$ cat src/rtl/lif_spike_encoder.sv
// Leaky integrate-and-fire spike encoder: turns eight per-timestep sums into one spike train per neuron.
// Optional build macro LIF_SOFT_RESET_EN: subtract THRESHOLD on a spike instead of clearing the membrane.
module lif_spike_encoder #(
  parameter int TIMESTEPS            = 8,
  parameter int CORRECTION_ACC_WIDTH = 10,
  parameter int MEM_WIDTH            = 12,
  parameter int THRESHOLD            = 64,
  parameter int LEAK_SHIFT           = 3
) (
  input  logic                            clk,
  input  logic                            rst_n,
  input  logic [CORRECTION_ACC_WIDTH-1:0] result_0,
  input  logic [CORRECTION_ACC_WIDTH-1:0] result_1,
  input  logic [CORRECTION_ACC_WIDTH-1:0] result_2,
  input  logic [CORRECTION_ACC_WIDTH-1:0] result_3,
  input  logic [CORRECTION_ACC_WIDTH-1:0] result_4,
  input  logic [CORRECTION_ACC_WIDTH-1:0] result_5,
  input  logic [CORRECTION_ACC_WIDTH-1:0] result_6,
  input  logic [CORRECTION_ACC_WIDTH-1:0] result_7,
  input  logic                            result_valid,
  output logic [TIMESTEPS-1:0]            spike_out,
  output logic                            spike_valid,
  input  logic                            spike_ready,
  output logic [15:0]                     neuron_count,
  output logic                            busy,
  output logic                            overflow_err
);

  localparam int TW = (TIMESTEPS > 1) ? $clog2(TIMESTEPS) : 1;
  localparam logic [TW-1:0]        T_LAST  = TW'(TIMESTEPS - 1);
  localparam logic [MEM_WIDTH-1:0] THRESH  = MEM_WIDTH'(THRESHOLD);
  localparam logic [MEM_WIDTH-1:0] MEM_MAX = '1;

  typedef enum logic [1:0] {IDLE, INTEGRATE, EMIT} state_t;

  state_t                          state;
  logic                            pend_full;
  logic [MEM_WIDTH-1:0]            membrane;
  logic [TW-1:0]                   t;
  logic [TIMESTEPS-1:0]            spike_acc;
  logic [CORRECTION_ACC_WIDTH-1:0] result_in [TIMESTEPS];
  logic [CORRECTION_ACC_WIDTH-1:0] pend_bank [TIMESTEPS];
  logic [CORRECTION_ACC_WIDTH-1:0] work_bank [TIMESTEPS];

  assign result_in[0] = result_0;
  assign result_in[1] = result_1;
  assign result_in[2] = result_2;
  assign result_in[3] = result_3;
  assign result_in[4] = result_4;
  assign result_in[5] = result_5;
  assign result_in[6] = result_6;
  assign result_in[7] = result_7;

  // The pending bank frees up in the same cycle IDLE hands it to the working bank.
  logic drain, accept;
  assign drain  = (state == IDLE) && pend_full;
  assign accept = result_valid && (!pend_full || drain);
  assign busy   = (state != IDLE) || pend_full;

  logic [MEM_WIDTH-1:0] leak;
  logic [MEM_WIDTH:0]   sum;
  logic [MEM_WIDTH-1:0] v_next;
  logic [MEM_WIDTH-1:0] v_after;
  logic                 fire;
  logic [TIMESTEPS-1:0] spike_next;

  // NOTE: every signal written in always_comb gets a default first, so no latch is inferred.
  always_comb begin
    leak       = (LEAK_SHIFT == 0) ? '0 : (membrane >> LEAK_SHIFT);
    sum        = {1'b0, membrane} - {1'b0, leak} + (MEM_WIDTH+1)'(work_bank[t]);
    v_next     = sum[MEM_WIDTH] ? MEM_MAX : sum[MEM_WIDTH-1:0];
    fire       = (v_next >= THRESH);
    spike_next = spike_acc;
    spike_next[t] = fire;
`ifdef LIF_SOFT_RESET_EN
    v_after    = fire ? (v_next - THRESH) : v_next;
`else
    v_after    = fire ? '0 : v_next;
`endif
  end

  // NOTE: the data banks carry no reset; pend_full and the FSM state guard every read of them.
  // NOTE: non-blocking assignment lets work_bank take the old pend_bank while pend_bank loads a new set.
  always_ff @(posedge clk) begin
    if (accept) pend_bank <= result_in;
    if (drain)  work_bank <= pend_bank;
  end

  always_ff @(posedge clk or negedge rst_n) begin
    if (!rst_n) begin
      state        <= IDLE;
      pend_full    <= 1'b0;
      membrane     <= '0;
      t            <= '0;
      spike_acc    <= '0;
      spike_out    <= '0;
      spike_valid  <= 1'b0;
      neuron_count <= '0;
      overflow_err <= 1'b0;
    end else begin
      if (result_valid && !accept) overflow_err <= 1'b1;

      if (accept)     pend_full <= 1'b1;
      else if (drain) pend_full <= 1'b0;

      case (state)
        IDLE: begin
          if (pend_full) begin
            membrane  <= '0;
            t         <= '0;
            spike_acc <= '0;
            state     <= INTEGRATE;
          end
        end
        INTEGRATE: begin
          membrane  <= v_after;
          spike_acc <= spike_next;
          t         <= t + 1'b1;
          if (t == T_LAST) begin
            spike_out   <= spike_next;
            spike_valid <= 1'b1;
            state       <= EMIT;
          end
        end
        EMIT: begin
          if (spike_ready) begin
            spike_valid  <= 1'b0;
            neuron_count <= neuron_count + 16'd1;
            state        <= IDLE;
          end
        end
        default: state <= IDLE;
      endcase
    end
  end

endmodule

$ cat config.mk
export PLATFORM = sky130hd
export DESIGN_NAME = lif_spike_encoder
export DESIGN_NICKNAME = d
export VERILOG_FILES = /design/src/rtl/lif_spike_encoder.sv
export SDC_FILE = /design/constraint.sdc
export NUM_CORES = 1
export LEC_CHECK = 0
export CORE_MARGIN = 1.5
export CORE_UTILIZATION = 40
export CTS_BUF_LIST = sky130_fd_sc_hd__clkbuf_8 sky130_fd_sc_hd__clkbuf_16
export DETAILED_ROUTE_END_ITERATION = 6
export GPL_ROUTABILITY_DRIVEN = 0
export GPL_TIMING_DRIVEN = 0
export SLEW_MARGIN = 20
export SYNTH_ARGS = -nofsm -noshare
export SYNTH_HDL_FRONTEND = slang
export SYNTH_SLANG_ARGS = --single-unit
$ cat constraint.sdc
create_clock -name clk -period 12.3 [get_ports clk]
set_input_delay 3.69 -clock clk [delete_from_list [all_inputs] [get_ports clk]]
set_output_delay 3.69 -clock clk [all_outputs]
set_load 0.05 [all_outputs]
# ---- Yosys cells after proc, flatten, opt, wreduce, memory -nomap -nowiden
# Cells that the tools add are included.
dict set report word_totals {
  register_bits 212
  input_bits 84
  out_inout_bits 27
  word_cells 81
}
dict set report op_classes {
  add_sub_neg 4
  magnitude_cmp 4
  n_eq_ne 6
  muxes 23
  bitwise_logic 1
  n_reduce_logical 18
}
# op n
set ops {}
lappend ops {{$mux 12} 3}
lappend ops {{$bmux 10 s3} 1}
lappend ops {{$pmux 12 s2} 1}
lappend ops {{$mux 10} 2}
lappend ops {{$add 16x1->16 const B} 1}
lappend ops {{$pmux 8 s2} 1}
lappend ops {{$add 13x10->13} 1}
lappend ops {{$sub 12x9->13} 1}
lappend ops {{$ge 12x7->1 const B} 1}
lappend ops {{$bwmux 8} 1}
lappend ops {{$mux 8} 1}
lappend ops {{$reduce_bool 2->1} 4}
lappend ops {{$mux 2} 3}
lappend ops {{$ne 2x2->1 const B} 3}
lappend ops {{$pmux 2 s3} 1}
lappend ops {{$pmux 3 s2} 1}
lappend ops {{$reduce_and 2->1} 3}
lappend ops {{$reduce_and 3->1} 2}
lappend ops {{$mux 1} 5}
lappend ops {{$ge 4x4->1 const B} 1}
lappend ops {{$logic_and 1x1->1} 4}
lappend ops {{$lt 3x4->1 const B} 1}
lappend ops {{$not 3->4} 1}
lappend ops {{$add 3x1->3 const B} 1}
lappend ops {{other kinds (10)} 12}

# ---- Logic depth before layout (Yosys ltp)
# Gate-level depths: netlist of run 1.
dict set report logic_depth {
  ltp_word 9
  depth_mapped 18
  mapped_depth_nobuf 15
}

# ---- Least setup slack after synthesis of run 1
# Ideal clock, no wire load.
dict set report synth_timing {
  path_kind {register to register}
  startpoint {reg state[0]}
  endpoint {reg work_bank[0] in the netlist's numbering, enable pin}
  setup_time_ns 0.633
  arrival_time_ns 6.477
  required_time_ns 11.667
  path_slack_ns 5.190
  stages_incl_launch_ff 3
  path_buffers 1
  period_less_slack_ns 7.110
  cell_sequence {dfrtp_1 clkbuf_1 nor3b_1}
}
dict set report synth_via {
  elab_chain_cells 2
}
# element line_no
set synth_rtl {}
lappend synth_rtl {{start, declared} 36} ;# state_t state;
lappend synth_rtl {{start signal, assigned} 91} ;# state <= IDLE;
lappend synth_rtl {{start signal, assigned} 112} ;# state <= INTEGRATE;
lappend synth_rtl {{start signal, assigned} 122} ;# state <= EMIT;
lappend synth_rtl {{$logic_not 2->1} 56} ;# assign drain = (state == IDLE) && pend_full;
lappend synth_rtl {{$logic_and 1x1->1} 56}
lappend synth_rtl {{net drain} 55} ;# logic drain, accept;
lappend synth_rtl {{end signal, assigned} 86} ;# if (drain) work_bank <= pend_bank;
lappend synth_rtl {{end, declared} 43} ;# logic [CORRECTION_ACC_WIDTH-1:0] work_bank [TIMESTEPS];
# The timed path passes the listed nets, and every way through them passes these cells.
# A chain may end at the register's enable or synchronous reset.

# ---- Worst setup path after layout of run 1
dict set report layout_timing {
  startpoint {reg state[1]}
  endpoint {out busy}
}
dict set report layout_via {
  elab_chain_cells 2
}
# element line_no
set layout_rtl {}
lappend layout_rtl {{$reduce_bool 2->1} 58} ;# assign busy = (state != IDLE) || pend_full;
lappend layout_rtl {{$logic_or 1x1->1} 58}
lappend layout_rtl {{end, declared} 25} ;# output logic busy,
# No other way between the ends.

==> key figures, run 1 <==
Yosys
  • Total number of yosys warnings: 0
  • Cell taking the most area after synthesis: edfxtp_1
  • Flops & latches, synth: roughly 210
  • Top FF cell, synth: edfxtp_1
  • Post-synth EDFFs: 160
  • Synth cell count leaders: edfxtp_1 (160), dfrtp_1 (52), inv_1 (44), a22oi_1 (28), nand2_1 (21)
  • Most common cell in the synthesized netlist: edfxtp_1
  • Yosys cell types: about 50
  • Cells after synthesis: 540
  • Syn Std Cell Area: around 0.0084 mm²
  • Syn avg cell area: 15.5 µm²
  • Post-synthesis sequential area ratio: 73.0%
  • Syn_nets: 650
  • Dominant cells by area after synthesis: edfxtp_1 (57%), dfrtp_1 (16%), ha_1 (2.5%), a22oi_1 (2.5%), fa_1 (2.2%)
  • Ys async rst share: approximately a quarter
  • Synth top area share: between 50% and 60%

Timing
  • Max Slew Vio Count: 0
  • Min Tclk post-route: around 5.7 ns
  • Final worst slack: 6.57 ns
  • Final Skew: 0.0170 ns
  • Slew of the pin with the lowest slew margin: between 0.8 and 0.9 ns
  • Slew margin rel.: slightly above 40%
  • TNS Setup: 0 ns
  • Final setup vio count: 0
  • RSZ-0062 raised after global routing: no
  • Final period util: a little under half
  • Max Freq: between 150 and 200 MHz
  • Final hold violations: 0

Clock network
  • CTS clk-pin slew, worst paths: roughly 0.07 ns
  • Maximum level of the CTS H-tree: 1
  • Root Driver: clkbuf_16
  • Clock Sinks: between 200 and 250
  • Postcts setup bufs: 0
  • Clk_lat worst skew: about 0.52 ns
  • CTS tree: done
  • Hold-fix buffers, CTS: 0
  • CTS resizes: 0
  • Num CTS Buffers: 23
  • Max clock buf depth: 3

Worst setup path
  • Bufs and invs on worst path: 1
  • Worst-path cell chain: or3_1, clkdlybuf4s50_1
  • CP Launch Type: flop
  • Max stage delay on crit path: about 0.71 ns
  • CP delay by family, top: buffers and inverters
  • CP max-delay cell: clkdlybuf4s50_1
  • CP arrival: around 2.0 ns
  • Critical path fanouts, max: 7
  • CP endpoint kind: output port
  • Critical path class: reg2out
  • Required @ worst endpoint: 8.61 ns

Worst hold path
  • Hold Crit Class: reg2reg

Route
  • DRC viols: 0
  • Via count: 4949
  • Detailed Route WL: 16500 µm
  • DR vias/cell: between 5 and 6
  • Drt pass-1 iters: 4
  • Drt first-iter violations: around 230
  • Routed WL per cell: approximately 17 µm
  • Post-DRT Antenna Nets: 0

Global route
  • Vias in the first global route: 5004
  • Gr ovfl total: 0
  • Layer with the highest usage: met2
  • Antenna violations before repair: 0
  • GR Layer Usage met3: 2.69%
  • Grt met1 use: between 20% and 30%
  • First-pass GRT wire length: approximately 26000 µm
  • GR Util met2: approximately 25%
  • Gr usage total: ~15%
  • Largest net degree at the start of global routing: 53

Run status
  • Status: complete, no violations

Final layout
  • Post-route cell area: 0.0107 mm²
  • Finished Layout Cells: approximately 1000
  • Number of fill cells: around 1700
  • Layout Nets: just under 800
  • Area grow syn2layout: 28.1%
  • # diodes: 0
  • Fraction of layout cells with a size suffix above 1: under 10%

Floorplanning
  • Core ar.: between 0.02 and 0.025 mm²
  • Row count: 52
  • Die W: between 100 and 150 µm
  • IO Pins: 111
  • Initial Utilization: about two fifths
  • Die Area: between 0.02 and 0.025 mm²
  • Die height: 148 µm

Power
  • Pwr dens: ~290 mW/mm²
  • Peak VDD IR: approximately 0.16 mV
  • Final Power: between 3000 and 4000 µW
  • Leakage: about 0.0039 µW

Placement
  • Detailed Place HPWL: ~12000 µm
  • PortBufs: 110
  • Post-DP Area: 0.00989 mm²
  • Placed insts: around 930
  • DP Worst Slack: around 6.7 ns

Flow run
  • Total of max-cap violations: 0
[path summary, 6_finish.rpt]
kind	slack (ns)	cells past startpoint	endpoint	from
max	6.57	2	busy	state[1]
min	0.41	0	work_bank[51]	pend_bank[51]
max reg2reg	7.04	17	spike_out[2]	t[1]
min reg2reg	0.41	0	work_bank[51]	pend_bank[51]
max in group asynchronous	8.63	1	membrane[11]	rst_n
min in group asynchronous	3.21	1	neuron_count[6]	rst_n
[cell type report]
class	instances	area, µm²	share of cell area [%]
multi-input cells	264	2010	18.8
flip-flops and latches	212	6110	57.0
plain buffers	20	86.3	0.806
clock inverters	16	209	1.95
clock buffers	26	617	5.76
inverters	44	165	1.54
repair buffers	119	1180	11.0
well taps	270	338	3.15
[report_power, final]
| group | internal [µW] | switching, µW | leakage, µW |
|---|---|---|---|
| sequential | 979 | 64.3 | 0.00214 |
| combinational | 517 | 770 | 0.00140 |
| clock | 449 | 280 | 0.000401 |
[layout by cell type, fill, tap and decap left out, types with 5 or more instances in the layout]
cell / n
xnor2_1: 16
o32ai_1: 8
clkbuf_16: 23
xor2_1: 7
inv_1: 46
nand3_1: 8
a22o_1: 12
nor2_1: 20
a32o_1: 6
ha_1: 17
dfrtp_1: 52
and3_1: 14
clkbuf_1: 18
nand4_1: 5
a22oi_1: 28
buf_4: 9
and2_1: 9
fa_1: 9
a221oi_1: 10
nand2_1: 21
o21ai_0: 6
a21oi_1: 18
o31ai_1: 8
clkdlybuf4s50_1: 109
edfxtp_1: 160
[per-layer routing]
layer | share of wire (%) | up-vias
li1 | - | 2333
met1 | 45 | 2435
met2 | 48 | 146
met3 | 4.8 | 35
met4 | 2.7 | 0
met5 | 0 | -
[flip-flops by register name (all words and copies together) (netlist names)]
signal and count:
spike_acc 8, t 3, pend_bank 80, spike_valid 1, membrane 12, spike_out 8
work_bank 80, neuron_count 16, overflow_err 1, state 2, pend_full 1
[cell families (layout without fill, tap and decap cells)]
| kind of cell | count (synthesis) | count (layout) | share of synthesized area [%] |
|---|---|---|---|
| buf+inv | 64 | 225 | 3.01 |
| compound gates | 114 | 114 | 10.3 |
| xor+xnor | 23 | 23 | 2.41 |
| simple gates | 98 | 98 | 6.19 |
| mux | 3 | 3 | 0.359 |
| fa+ha+maj | 26 | 26 | 4.70 |
| flops | 212 | 212 | 73.0 |
[stage by stage]
step / utilization [%] / hold slack (ns)
after floorplan: - / 0.400
after global placement: 48.1 / 0.401
after detailed placement: 48.6 / 0.405
after CTS: 52.6 / 0.415
after global routing: 52.6 / 0.421
final: 52.6 / 0.412
[worst register-to-register path: cells and delay by family (launching register included)]
| family | cells | cell delay [ns] |
|---|---|---|
| adder cells (fa/ha/maj) | 2 | 0.97 |
| XOR/XNOR | 1 | 0.19 |
| AO/OA/AOI/OAI | 5 | 1.11 |
| buffers and inverters | 4 | 1.23 |
| AND/OR/NAND/NOR | 5 | 1.20 |
| flip-flops | 1 | 0.41 |
Note: power is estimated with default switching activity, not from simulation.
==> run 2: changes to the inputs <==
Clock period 12.3 ns to 4.8 ns, I/O delays scaled along.
==> run 2 against run 1 <==
Sequential share of layout area increased by 0.073 points. Utilization down 0.068 points. Flip-flop and latch count stayed put.
==> key figures, run 2 (same netlist as run 1, synthesis figures left out) <==
Floorplanning
  • Core ar.: 0.0204 mm²
  • Die W: about 150 µm
  • IO Pins: 111
  • Initial Utilization: about two fifths
  • Die height: roughly 150 µm
  • Die Area: 0.0218 mm²
  • Row count: 52

Timing
  • Max Slew Vio Count: 0
  • RSZ-0062 raised after global routing: no
  • Final period util: between 90 and 100%
  • Min Tclk post-route: about 4.5 ns
  • Slew of the pin with the lowest slew margin: between 0.6 and 0.7 ns
  • Final hold slack: between 0.4 and 0.5 ns
  • Slew margin rel.: a little over half
  • Final setup vio count: 0
  • Final worst slack: 0.257 ns
  • Final hold violations: 0
  • Final Skew: between 0.01 and 0.015 ns
  • Max Freq: ~220 MHz

Final layout
  • Area grow syn2layout: 28.0%
  • Layout Nets: 791
  • # diodes: 0
  • Fraction of layout cells with a size suffix above 1: about a tenth
  • Commonest non-fill, non-tap cell in the layout: edfxtp_1
  • Finished Layout Cells: between 900 and 1000
  • Final core occ: between 50 and 60%
  • Most frequent cells in the layout: edfxtp_1 (160), clkdlybuf4s50_1 (109), dfrtp_1 (52)
  • Post-route cell area: around 0.011 mm²
  • Biggest regs: pend_bank x80, work_bank x80, neuron_count x16

Worst hold path
  • Hold Crit Class: reg2reg
  • WHS Endpoint: work_bank[16]
  • Hold_sp: pend_bank[16]
  • Worst hold path depth: 0

Global route
  • Gr usage total: between 10% and 20%
  • Gr ovfl total: 0
  • Vias in the first global route: approximately 5000
  • Antenna violations before repair: 0
  • Largest net degree at the start of global routing: 53
  • First-pass GRT wire length: about 26000 µm

Power
  • Leakage: 0.00396 µW
  • Pwr dens: 727 mW/mm²
  • Peak VDD IR: 0.432 mV

Route
  • Via count: about 4900
  • DR vias/cell: between 5 and 6
  • Post-DRT Antenna Nets: 0
  • Drt pass-1 iters: 5
  • Detailed Route WL: 16500 µm
  • Drt first-iter violations: 331
  • DRC viols: 0
  • Routed WL per cell: 17.1 µm

Clock network
  • Clk_lat worst skew: around 0.5 ns
  • Root Driver: clkbuf_16
  • Hold-fix buffers, CTS: 0
  • Clock Sinks: between 200 and 250
  • Num CTS Buffers: 22
  • Max clock buf depth: 3
  • CTS tree: done
  • CTS clk-pin slew, worst paths: 0.06 ns
  • Maximum level of the CTS H-tree: 1

Placement
  • DP Worst Slack: -0.569 ns
  • Detailed Place HPWL: 11500 µm
  • Post-DP Area: around 0.0099 mm²
  • Placed insts: 926
  • PortBufs: 110

Worst setup path
  • CP Launch Type: flop
  • Critical R2R Capture: spike_out[2]
  • CP endpoint kind: flop
  • Critical path class: reg2reg
  • Required @ worst endpoint: just over 5 ns
  • Reg2reg start: t[0]
  • FF-to-FF path depth: 17
  • CP arrival: roughly 4.9 ns
  • Reg2reg setup slack: ~0.26 ns
  • Critical path fanouts, max: 10

Flow run
  • Total of max-cap violations: 0

Run status
  • Status: complete, no violations
[run 2: cell types whose count changed in the layout (fill, tap and decap cells not counted), sizes merged]
| cell | change |
|---|---|
| bufinv | -2 |
| clkinvlp | -2 |
| buf | -1 |
| inv | +1 |
[run 2: routing by layer]
metal | global-route usage [%] | wire, µm | vias to the layer above
met5 | 0 | 0 | -
li1 | - | - | 2335
met2 | 25.2 | 7950 | 133
met4 | 4.15 | 280 | 0
met3 | 2.50 | 810 | 25
met1 | 21.2 | 7470 | 2381
[run 2: per-stage QoR]
stage | power, µW | setup TNS (ns)
3_3_place_gp | 5870 | -50.02
2_1_floorplan | 5090 | 0
4_1_cts | 7770 | 0
5_1_grt | 8310 | 0
6_report | 7790 | 0
3_5_place_dp | 6000 | -11.64
[run 2: worst max-delay path by stage]
stage / end / slack, ns / startpoint / depth (start not counted)
floorplan: work_bank[0] / 0.56 / state[0] / 2
global placement: work_bank[56] / -0.50 / state[0] / 2
detailed placement: spike_out[4] / -0.57 / t[2] / 16
CTS: spike_out[4] / 0.02 / t[2] / 16
global route: spike_acc[6] / 0.01 / t[0] / 18
finish: spike_out[2] / 0.26 / t[0] / 17
[run 2: critical path, cell delays in order (launching register included)]
cell and delay, ns:
dfrtp_1 0.47, clkbuf_2 0.26, and3_1 0.20, buf_2 0.33
a22o_1 0.18, a221oi_1 0.04, and3_1 0.22, fa_1 0.49
inv_1 0.04, ha_1 0.35, or2_1 0.24, a311o_1 0.39
and3_1 0.21, a221oi_2 0.26, xnor2_1 0.14, nor3_4 0.26
buf_4 0.22, o31ai_1 0.09
[run 2: what timing repair did]
item | CTS | global route
setup buffers | 0 | 1
gates resized for setup | 18 | 4
pin swaps | 0 | 1
endpoints found under the setup margin | 22 | 22
[run 2: power by group]
| part | internal [µW] | switching (µW) |
|---|---|---|
| registers | 2510 | 167 |
| logic | 1380 | 2010 |
| clock network | 1040 | 671 |
| total | 4930 | 2850 |
[run 2: area by class of cell]
type                            count  area [µm²]
Buffer                             20         115
Clock buffer                       27         631
Clock inverter                     13         123
Fill cell                        1708        9660
Inverter                           44         165
Multi-Input combinational cell    264        2040
Sequential cell                   212        6110
Tap cell                          270         338
Timing Repair Buffer              117        1190
==> run 3: changes to the inputs <==
Settings changed: CTS_CLUSTER_SIZE set to 30.
Clock period 4.8 ns to 3.95 ns, I/O delays scaled along.
==> run 3 against run 2 <==
The run now ends with negative setup slack left. Sequential power increased by 22%. Global-route usage increased by 1.3 points. Final area is 9.0% higher. Utilization rose by 4.7 points. Clock skew increased by 0.0039 ns. Critical endpoint is now spike_acc[6]. Largest power group unchanged.
==> key figures, run 3 (same netlist as run 1, synthesis figures left out) <==
Placement
  • PortBufs: 110
  • Detailed Place HPWL: about 12000 µm
  • Post-DP Area: ~0.0099 mm²
  • DP Worst Slack: -0.905 ns

Worst setup path
  • Required @ worst endpoint: between 4 and 5 ns
  • Worst-path cell chain: buf_8, buf_4, nor2_2, and2_4, clkbuf_16, a22oi_2, and3_4, fa_1, inv_2, fa_2, a211oi_4, o21ai_2, buf_4, a21oi_1, xnor2_1, nand4_1, nor3_4, buf_4, buf_4, o32ai_2
  • Max stage delay on crit path: between 0.5 and 0.6 ns
  • CP max-delay cell: fa_1
  • CP arrival: between 4 and 5 ns
  • Critical path class: reg2reg
  • CP endpoint kind: flop
  • Critical path fanouts, max: 9
  • CP Launch Type: flop
  • Critical Path Most Common Cell: buf_4

Worst hold path
  • Hold Crit Class: reg2reg

Route
  • DR vias/cell: 5.06
  • Drt pass-1 iters: 4
  • Routed WL per cell: about 18 µm
  • DRC viols: 0
  • Drt first-iter violations: 280
  • Detailed Route WL: between 15000 and 20000 µm
  • Post-DRT Antenna Nets: 0
  • Via count: roughly 5200

Timing
  • Final worst slack: -0.132 ns
  • RSZ-0062 raised after global routing: yes
  • Slew of the pin with the lowest slew margin: 0.692 ns
  • Max Freq: about 240 MHz
  • Max Slew Vio Count: 0
  • Final period util: 103%
  • Final Skew: ~0.014 ns
  • Slew margin rel.: 53.9%
  • Final hold violations: 0
  • Min Tclk post-route: 4.08 ns
  • Final setup vio count: 22

Floorplanning
  • Die height: 148 µm
  • IO Pins: between 100 and 150
  • Die Area: 0.0218 mm²
  • Row count: 52
  • Die W: between 100 and 150 µm
  • Core ar.: ~0.02 mm²
  • Initial Utilization: around two fifths

Global route
  • Gr ovfl total: 0
  • Largest net degree at the start of global routing: between 50 and 60
  • Vias in the first global route: 5351
  • First-pass GRT wire length: 28200 µm
  • Antenna violations before repair: 0
  • Gr usage total: roughly 17%

Run status
  • Status: finished with violations
  • Failing checks: negative setup slack

Clock network
  • CTS clk-pin slew, worst paths: ~0.06 ns
  • Max clock buf depth: 3
  • Clk_lat worst skew: ~0.50 ns
  • Maximum level of the CTS H-tree: 1
  • Num CTS Buffers: 22
  • CTS tree: done
  • Clock Sinks: around 210
  • Root Driver: clkbuf_16

Power
  • Leakage: roughly 0.0043 µW
  • Seq pwr share: 28.7%
  • Sw frac: a little over a third
  • Combinational share of power: between 50% and 60%
  • Peak VDD IR: between 0.6 and 0.7 mV
  • Clock network power share: between 10% and 20%
  • Pwr dens: 976 mW/mm²
  • P_sw: about 4100 µW
  • Internal power: around 7200 µW

Final layout
  • Fraction of layout cells with a size suffix above 1: 25.7%
  • Layout Nets: ~850
  • Commonest non-fill, non-tap cell in the layout: edfxtp_1
  • Number of fill cells: around 1500
  • Post-route cell area: approximately 0.012 mm²
  • Most frequent cells in the layout: edfxtp_1 (160), clkdlybuf4s50_1 (109), dfrtp_1 (51)
  • Final core occ: 57.3%
  • # diodes: 0
  • Biggest regs: pend_bank x80, work_bank x80, neuron_count x16
  • Area grow syn2layout: 39.5%

Flow run
  • Total of max-cap violations: 0
[run 3: cell types whose count changed in the layout (fill, tap and decap cells not counted), sizes merged]
| cell | previous run | this run |
|---|---|---|
| buf | 11 | 74 |
| bufinv | 2 | 0 |
| clkbuf | 44 | 39 |
| clkinv | 4 | 10 |
| clkinvlp | 2 | 4 |
| inv | 49 | 46 |
[run 3: worst paths after layout]
path	start	to	slack (ns)	cells after the start
hold / removal	pend_bank[6]	work_bank[6]	0.41	0
max in group asynchronous	rst_n	t[0]	2.72	1
setup / recovery	t[2]	spike_acc[6]	-0.13	20
setup reg to reg	t[2]	spike_acc[6]	-0.13	20
hold reg to reg	pend_bank[6]	work_bank[6]	0.41	0
min in group asynchronous	rst_n	neuron_count[6]	0.74	1
[run 3: metal layers]
metal / up-vias / wire length [µm] / track usage [%]
met5: - / 0 / 0
met4: 0 / 564 / 6.55
met3: 42 / 895 / 3.21
met2: 146 / 8900 / 27.1
met1: 2561 / 7900 / 22.0
li1: 2453 / - / -
[run 3: worst max-delay path: cells and delay by family, from the launching register on]
| kind | cells | cell delay [ns] |
|---|---|---|
| AO/OA/AOI/OAI | 5 | 0.69 |
| XOR/XNOR | 1 | 0.17 |
| adder cells (fa/ha/maj) | 2 | 0.94 |
| buffers and inverters | 7 | 0.95 |
| flip-flops | 1 | 0.41 |
| AND/OR/NAND/NOR | 5 | 0.78 |
[run 3: cell type report]
| cell class | instances | area (µm²) | area share (%) |
|---|---|---|---|
| Sequential cell | 212 | 6110 | 52.3 |
| Multi-Input combinational cell | 264 | 2430 | 20.9 |
| Timing Repair Buffer | 179 | 1730 | 14.9 |
| Clock buffer | 23 | 576 | 4.93 |
| Tap cell | 270 | 338 | 2.90 |
| Buffer | 20 | 229 | 1.96 |
| Inverter | 44 | 165 | 1.42 |
| Clock inverter | 16 | 86.3 | 0.740 |
[run 3: repair_timing]
action / 4_1_cts / 5_1_grt
endpoints found under the setup margin: 22 / 22
pin swaps: 32 / 27
endpoints found under the hold margin: 0 / 0
cloned: 4 / 1
gates resized for setup: 87 / 48
setup buffers: 44 / 15
hold buffers: 0 / 0
[run 3: power groups by stage]
stage | registers (µW) | logic (µW) | clock network [µW]
after floorplan | 3440 | 2760 | 0
after global placement | 3310 | 3820 | 0
after detailed placement | 3300 | 3980 | 0
after CTS | 3260 | 5330 | 1910
after global routing | 3330 | 6720 | 2000
final | 3270 | 6230 | 1880
[run 3: through the flow]
stage	hold WS [ns]	power, µW	setup TNS [ns]	cells
floorplan	0.400	6200	0	540
global placement	0.401	7140	-69.90	920
detailed placement	0.405	7280	-19.04	926
CTS	0.417	10500	-3.36	1013
global route	0.419	12100	-5.78	1028
finish	0.413	11400	-2.25	1028
